**config.mk**
```make
export PLATFORM = sky130hd
export DESIGN_NAME = regfile_mp
export DESIGN_NICKNAME = d
export VERILOG_FILES = /design/src/rtl/regfile_pkg.sv /design/src/rtl/reg_scoreboard.sv /design/src/rtl/regfile_mp.sv
export SDC_FILE = /design/constraint.sdc
export NUM_CORES = 2
export LEC_CHECK = 0
export BUFFER_PORTS_ARGS = -buffer_cell sky130_fd_sc_hd__buf_2
export CAP_MARGIN = 20
export CORE_MARGIN = 2
export CORE_UTILIZATION = 50
export DETAILED_ROUTE_END_ITERATION = 10
export HOLD_SLACK_MARGIN = 0.12
export PLACE_DENSITY = 0.7
export SYNTH_ARGS = -nofsm -noshare
export SYNTH_HDL_FRONTEND = slang
export SYNTH_SLANG_ARGS = --single-unit
export TNS_END_PERCENT = 100
```
**constraint.sdc**
```tcl
create_clock -name clk -period 1.81 [get_ports clk]
set_input_delay 0.181 -clock clk [delete_from_list [all_inputs] [get_ports clk]]
set_output_delay 0.181 -clock clk [all_outputs]
set_load 0.02 [all_outputs]
```
**src/rtl/regfile_pkg.sv**
```systemverilog
// Shared constants for the integer register file: default width, RV32E/RV32I
// register counts and the hardwired-zero register index.
package regfile_pkg;

    localparam int XLEN_DEF = 32;
    localparam int NREGS_E  = 16;
    localparam int NREGS_I  = 32;
    localparam int REG_ZERO = 0;

    // A register can hold state only if it is not x0 and it exists in this configuration.
    function automatic logic addr_writable(input int addr, input int nregs);
        return (addr != REG_ZERO) && (addr < nregs);
    endfunction

endpackage

```
**src/rtl/reg_scoreboard.sv**
```systemverilog
// Per-register busy bits: set when a producer issues, cleared when its result is
// written back. A same-cycle issue beats a clear, because the new producer is still outstanding.
module reg_scoreboard
    import regfile_pkg::*;
#(
    parameter int NREGS = NREGS_E,
    parameter int NWR   = 1,
    parameter int AW    = $clog2(NREGS)
) (
    input  logic                    clk,
    input  logic                    rst,
    input  logic                    iss_en,
    input  logic [AW-1:0]           iss_addr,
    input  logic [NWR-1:0]          clr_en,
    input  logic [NWR-1:0][AW-1:0]  clr_addr,
    output logic [NREGS-1:0]        busy,
    output logic                    any_busy
);

    logic [NREGS-1:0] busy_d;
    logic [NREGS-1:0] busy_q;

    always_comb begin
        busy_d = busy_q;
        for (int i = 0; i < NWR; i++) begin
            if (clr_en[i] && addr_writable(int'(clr_addr[i]), NREGS)) begin
                busy_d[clr_addr[i]] = 1'b0;
            end
        end
        if (iss_en && addr_writable(int'(iss_addr), NREGS)) begin
            busy_d[iss_addr] = 1'b1;
        end
        busy_d[REG_ZERO] = 1'b0;
    end

    always_ff @(posedge clk) begin
        if (rst) begin
            busy_q <= '0;
        end else begin
            busy_q <= busy_d;
        end
    end

    assign busy     = busy_q;
    assign any_busy = |busy_q;

endmodule

```
**src/rtl/regfile_mp.sv**
```systemverilog
// Multi-port integer register file with optional write-to-read bypass and a
// busy scoreboard used by decode for RAW/WAW hazard detection.
module regfile_mp
    import regfile_pkg::*;
#(
    parameter int XLEN   = XLEN_DEF,
    parameter int NREGS  = NREGS_E,
    parameter int NRD    = 2,
    parameter int NWR    = 1,
    parameter bit BYPASS = 1'b1,
    localparam int AW    = $clog2(NREGS)
) (
    input  logic                     clk,
    input  logic                     rst,
    input  logic [NRD-1:0][AW-1:0]   rd_addr,
    output logic [NRD-1:0][XLEN-1:0] rd_data,
    output logic [NRD-1:0]           rd_busy,
    input  logic [NWR-1:0]           wr_en,
    input  logic [NWR-1:0][AW-1:0]   wr_addr,
    input  logic [NWR-1:0][XLEN-1:0] wr_data,
    input  logic                     iss_en,
    input  logic [AW-1:0]            iss_addr,
    output logic                     any_busy
);

    logic [XLEN-1:0]  regs_d [NREGS];
    logic [XLEN-1:0]  regs_q [NREGS];
    logic [NREGS-1:0] busy;

    reg_scoreboard #(
        .NREGS (NREGS),
        .NWR   (NWR),
        .AW    (AW)
    ) u_scoreboard (
        .clk      (clk),
        .rst      (rst),
        .iss_en   (iss_en),
        .iss_addr (iss_addr),
        .clr_en   (wr_en),
        .clr_addr (wr_addr),
        .busy     (busy),
        .any_busy (any_busy)
    );

    // Ports are applied in ascending order so the highest index wins on a collision.
    always_comb begin
        for (int r = 0; r < NREGS; r++) begin
            regs_d[r] = regs_q[r];
        end
        for (int i = 0; i < NWR; i++) begin
            if (wr_en[i] && addr_writable(int'(wr_addr[i]), NREGS)) begin
                regs_d[wr_addr[i]] = wr_data[i];
            end
        end
        regs_d[REG_ZERO] = '0;
    end

    always_ff @(posedge clk) begin
        if (rst) begin
            for (int r = 0; r < NREGS; r++) begin
                regs_q[r] <= '0;
            end
        end else begin
            for (int r = 0; r < NREGS; r++) begin
                regs_q[r] <= regs_d[r];
            end
        end
    end

    // A bypassed read sees the writer's data; its busy bit is about to clear unless a new producer issues now.
    always_comb begin
        logic hit;
        rd_data = '0;
        rd_busy = '0;
        hit     = 1'b0;
        for (int p = 0; p < NRD; p++) begin
            hit = 1'b0;
            if (addr_writable(int'(rd_addr[p]), NREGS)) begin
                rd_data[p] = regs_q[rd_addr[p]];
                rd_busy[p] = busy[rd_addr[p]];
                if (BYPASS) begin
                    for (int i = 0; i < NWR; i++) begin
                        if (wr_en[i] && (wr_addr[i] == rd_addr[p])) begin
                            rd_data[p] = wr_data[i];
                            hit        = 1'b1;
                        end
                    end
                    if (hit) begin
                        rd_busy[p] = iss_en && (iss_addr == rd_addr[p]);
                    end
                end
            end
        end
    end

endmodule

```
==> qor.csv <==
stage,metric,value,unit
global_route,met3 GRT Util,9.20,%
synthesis,"Avg Cell Area, Syn",8.44,um^2
drt,Vias per Instance,6.56,
drt,DR pass1 iterations,6,
run_status,status,"finished, violations left",
final_layout,layout cell share with drive strength beyond 1,33.2,%
drt,Antenna Nets Post-Route,0,
power_and_ir_drop,Peak VDD IR,0.686,mV
place,Final GP Congestion,0.928,
worst_setup_path,max incr delay on CP,0.46,ns
final_layout,Final #Nets,3320,
sta,clk_skew,0,ns
power_and_ir_drop,Lkg Pwr,11.9,nW
synthesis,register bit total from synthesis,495,
drt,DRC,0,
worst_setup_path,critical path data required time,1.63,ns
synthesis,synth cell count leaders,"974 x nand2_1, 495 x dfxtp_1, 484 x a21oi_1",
place,Post-Place Cell Area,0.0300,mm^2
die,I/O pins,119,
die,placeable core area,0.0524,mm^2
sta,Tightest Pin Transition,0.569,ns
final_layout,area grow syn2layout,26.0,%
synthesis,"top cells by area, synth","dfxtp_1 37%, mux4_2 17%, nand2_1 14%, a21oi_1 9.2%, mux2_2 5.5%",
die,die width,234,um
clock_network,number of buffers created by CTS,53,
synthesis,Synth area leader,dfxtp_1,
synthesis,Mapped Cells,3134,
global_route,GRT overflow,0,
sta,achievable frequency,404,MHz
clock_network,maximum buffer depth of the clock tree,3,
synthesis,Post-synth ARST share,0,%
clock_network,later-pin clock latency in the skew report,0.60,ns
place,I/O Buffers,118,
sta,fin crit share,137,%
run_status,failing checks,negative setup slack,
global_route,Overall Global Routing Usage,36.1,%
worst_setup_path,crit end category,primary output,
global_route,GRT met1 Usage,46.2,%
drt,initial DRC count,3277,
worst_setup_path,Startpoint Class,register,
clock_network,CTS tree,built,
synthesis,Post-synth EDFFs,0,
synthesis,number of synthesis warnings,0,
synthesis,most common cell in the synthesized netlist,nand2_1,
global_route,most used routing layer,met2,
synthesis,Synth Cell Area,0.0265,mm^2
global_route,initial antenna violation count,1,
sta,fin crit period,2.47,ns
die,starting density of the core,50.4,%
clock_network,clk sinks,495,
sta,worst setup margin,-0.664,ns
sta,setup violators final,66,
clock_network,CTS Root Cell,clkbuf_16,
sta,Max Slew Vio Count,0,
drt,via count,26200,
drt,routed wire length,101,mm
global_route,vias in the first global route,25300,
worst_setup_path,crit path DAT,2.29,ns
drt,drt wl/cell,25.3,um
clock_network,clock-pin transition on the worst setup and hold timing paths,0.06,ns
clock_network,H-tree lvl count,2,
worst_setup_path,"Cell Chain, Critical Path",mux4_2 -> mux2_4 -> a211oi_2 -> buf_4 -> nor3_4 -> buf_6,
global_route,largest net degree at the start of global routing,79,
sta,TNS Setup,-34.61,ns
synthesis,top-area cell type share of the netlist area,37.5,%
synthesis,syn nets,3186,
sta,final hold slack,0.162,ns
place,dpl ws,-0.554,ns
hold_path,class of the worst hold path,primary input to register,
job,# Max-Cap Violations,0,
worst_setup_path,critical path peak fanout,3,
place,DP HPWL,63.5,mm
die,die area,0.0548,mm^2
sta,Final Hold Vio Count,0,
power_and_ir_drop,PD cells,780,mW/mm^2
worst_setup_path,slowest CP cell,mux4_2,
global_route,wire length of the first global-routing pass,150,mm
synthesis,library cells used by synthesis,33,
sta,Slew headroom,61.8,%
sta,unrepaired setup endpoints after global routing,true,
synthesis,"Top FF cell, synth",dfxtp_1,
die,chip height,234,um
die,# rows,84,
synthesis,sequential area share after synthesis,37.5,%
worst_setup_path,Worst Setup Path Type,register to primary output,
final_layout,final instance area,0.0333,mm^2
global_route,GRT met2 Usage,55.1,%
-- worst max-delay path: cells and delay by family (launching register included) --
family / cells / cell delay (ns)
flip-flops: 1 / 0.34
AND/OR/NAND/NOR: 1 / 0.05
AO/OA/AOI/OAI: 1 / 0.23
multiplexers: 2 / 0.74
buffers and inverters: 2 / 0.33
-- power by group --
| group | total, W | switching [W] | leakage [nW] | internal, W |
|---|---|---|---|---|
| clock network | 0.0113 | 0.00462 | 0.879 | 0.00669 |
| logic | 0.00353 | 0.00211 | 6.93 | 0.00142 |
| registers | 0.0112 | 0.000114 | 4.05 | 0.0110 |
-- metrics by stage --
stage               power, W  utilization, %  cells
detailed placement    0.0145            57.2   3858
finish                0.0260            63.6   3996
global placement      0.0145            57.2   3858
global route          0.0266            63.5   3992
floorplan             0.0133               -   3134
CTS                   0.0258            63.0   3990
-- placed cells by master (no fill, tap or decap), types with 5 or more instances in the layout --
cell / Yosys / routed
clkinv_2: 0 / 8
nor2b_1: 74 / 61
nor2_4: 0 / 12
a211oi_4: 0 / 21
clkbuf_8: 0 / 17
buf_2: 62 / 47
dlygate4sd3_1: 0 / 42
mux2_4: 0 / 58
buf_12: 0 / 78
nor2_1: 98 / 84
nor3_1: 137 / 59
a21oi_1: 484 / 484
a211oi_1: 68 / 6
mux2_2: 130 / 72
nand3_2: 0 / 6
nor2b_2: 0 / 11
mux4_2: 196 / 196
xor2_1: 12 / 12
clkbuf_1: 261 / 7
nand2_2: 0 / 8
bufinv_16: 0 / 5
nor3_2: 1 / 76
clkbuf_16: 0 / 54
a221oi_2: 0 / 9
buf_4: 7 / 250
dfxtp_2: 0 / 105
nand2_1: 974 / 966
dfxtp_1: 495 / 390
a22oi_1: 11 / 11
a211oi_2: 0 / 41
buf_6: 12 / 5
a221oi_1: 66 / 56
-- routing by layer --
layer / share of wire, % / vias to the layer above
li1: - / 11200
met1: 36 / 12600
met2: 45 / 1994
met3: 13 / 418
met4: 5.4 / 0
met5: 0 / -
-- path summary, 6_finish.rpt --
| kind | start | to | slack (ns) | cells after the start |
|---|---|---|---|---|
| hold reg to reg | regs_q[14][23] | regs_q[14][23] | 0.46 | 2 |
| hold / removal | iss_addr[3] | u_scoreboard.busy[8] | 0.16 | 4 |
| setup / recovery | regs_q[9][27] | rd_data[59] | -0.66 | 6 |
| setup reg to reg | u_scoreboard.busy[12] | u_scoreboard.busy[12] | 0.59 | 3 |
-- logic make-up (layout without fill, tap and decap cells) --
logic type,Yosys count,count (layout),share of synthesized area (%)
compound gates,635,635,13.7
xor+xnor,16,16,0.530
buf+inv,346,516,5.64
flops,495,495,37.5
mux,328,328,22.3
other cells,0,4,0
simple gates,1314,1314,20.3
-- repair_timing --
item / CTS / global route
resized for setup: 269 / 75
endpoints found under the hold margin: 489 / 0
setup buffers: 2 / 2
endpoints found under the setup margin: 66 / 68
pin swaps: 118 / 19
hold buffers: 42 / 0
-- cell type report --
type / instances / area [um^2]
clock inverters: 15 / 205
well taps: 688 / 861
clock buffers: 76 / 1570
fillers: 4042 / 19100
diodes: 4 / 10.0
repair buffers: 425 / 4200
flip-flops and latches: 495 / 10000
multi-input cells: 2293 / 16400
-- registers in the layout, indices dropped and copies added (netlist names) --
signal / flops
u_scoreboard.busy: 15
regs_q: 480
Note: power is estimated with default switching activity, not from simulation.
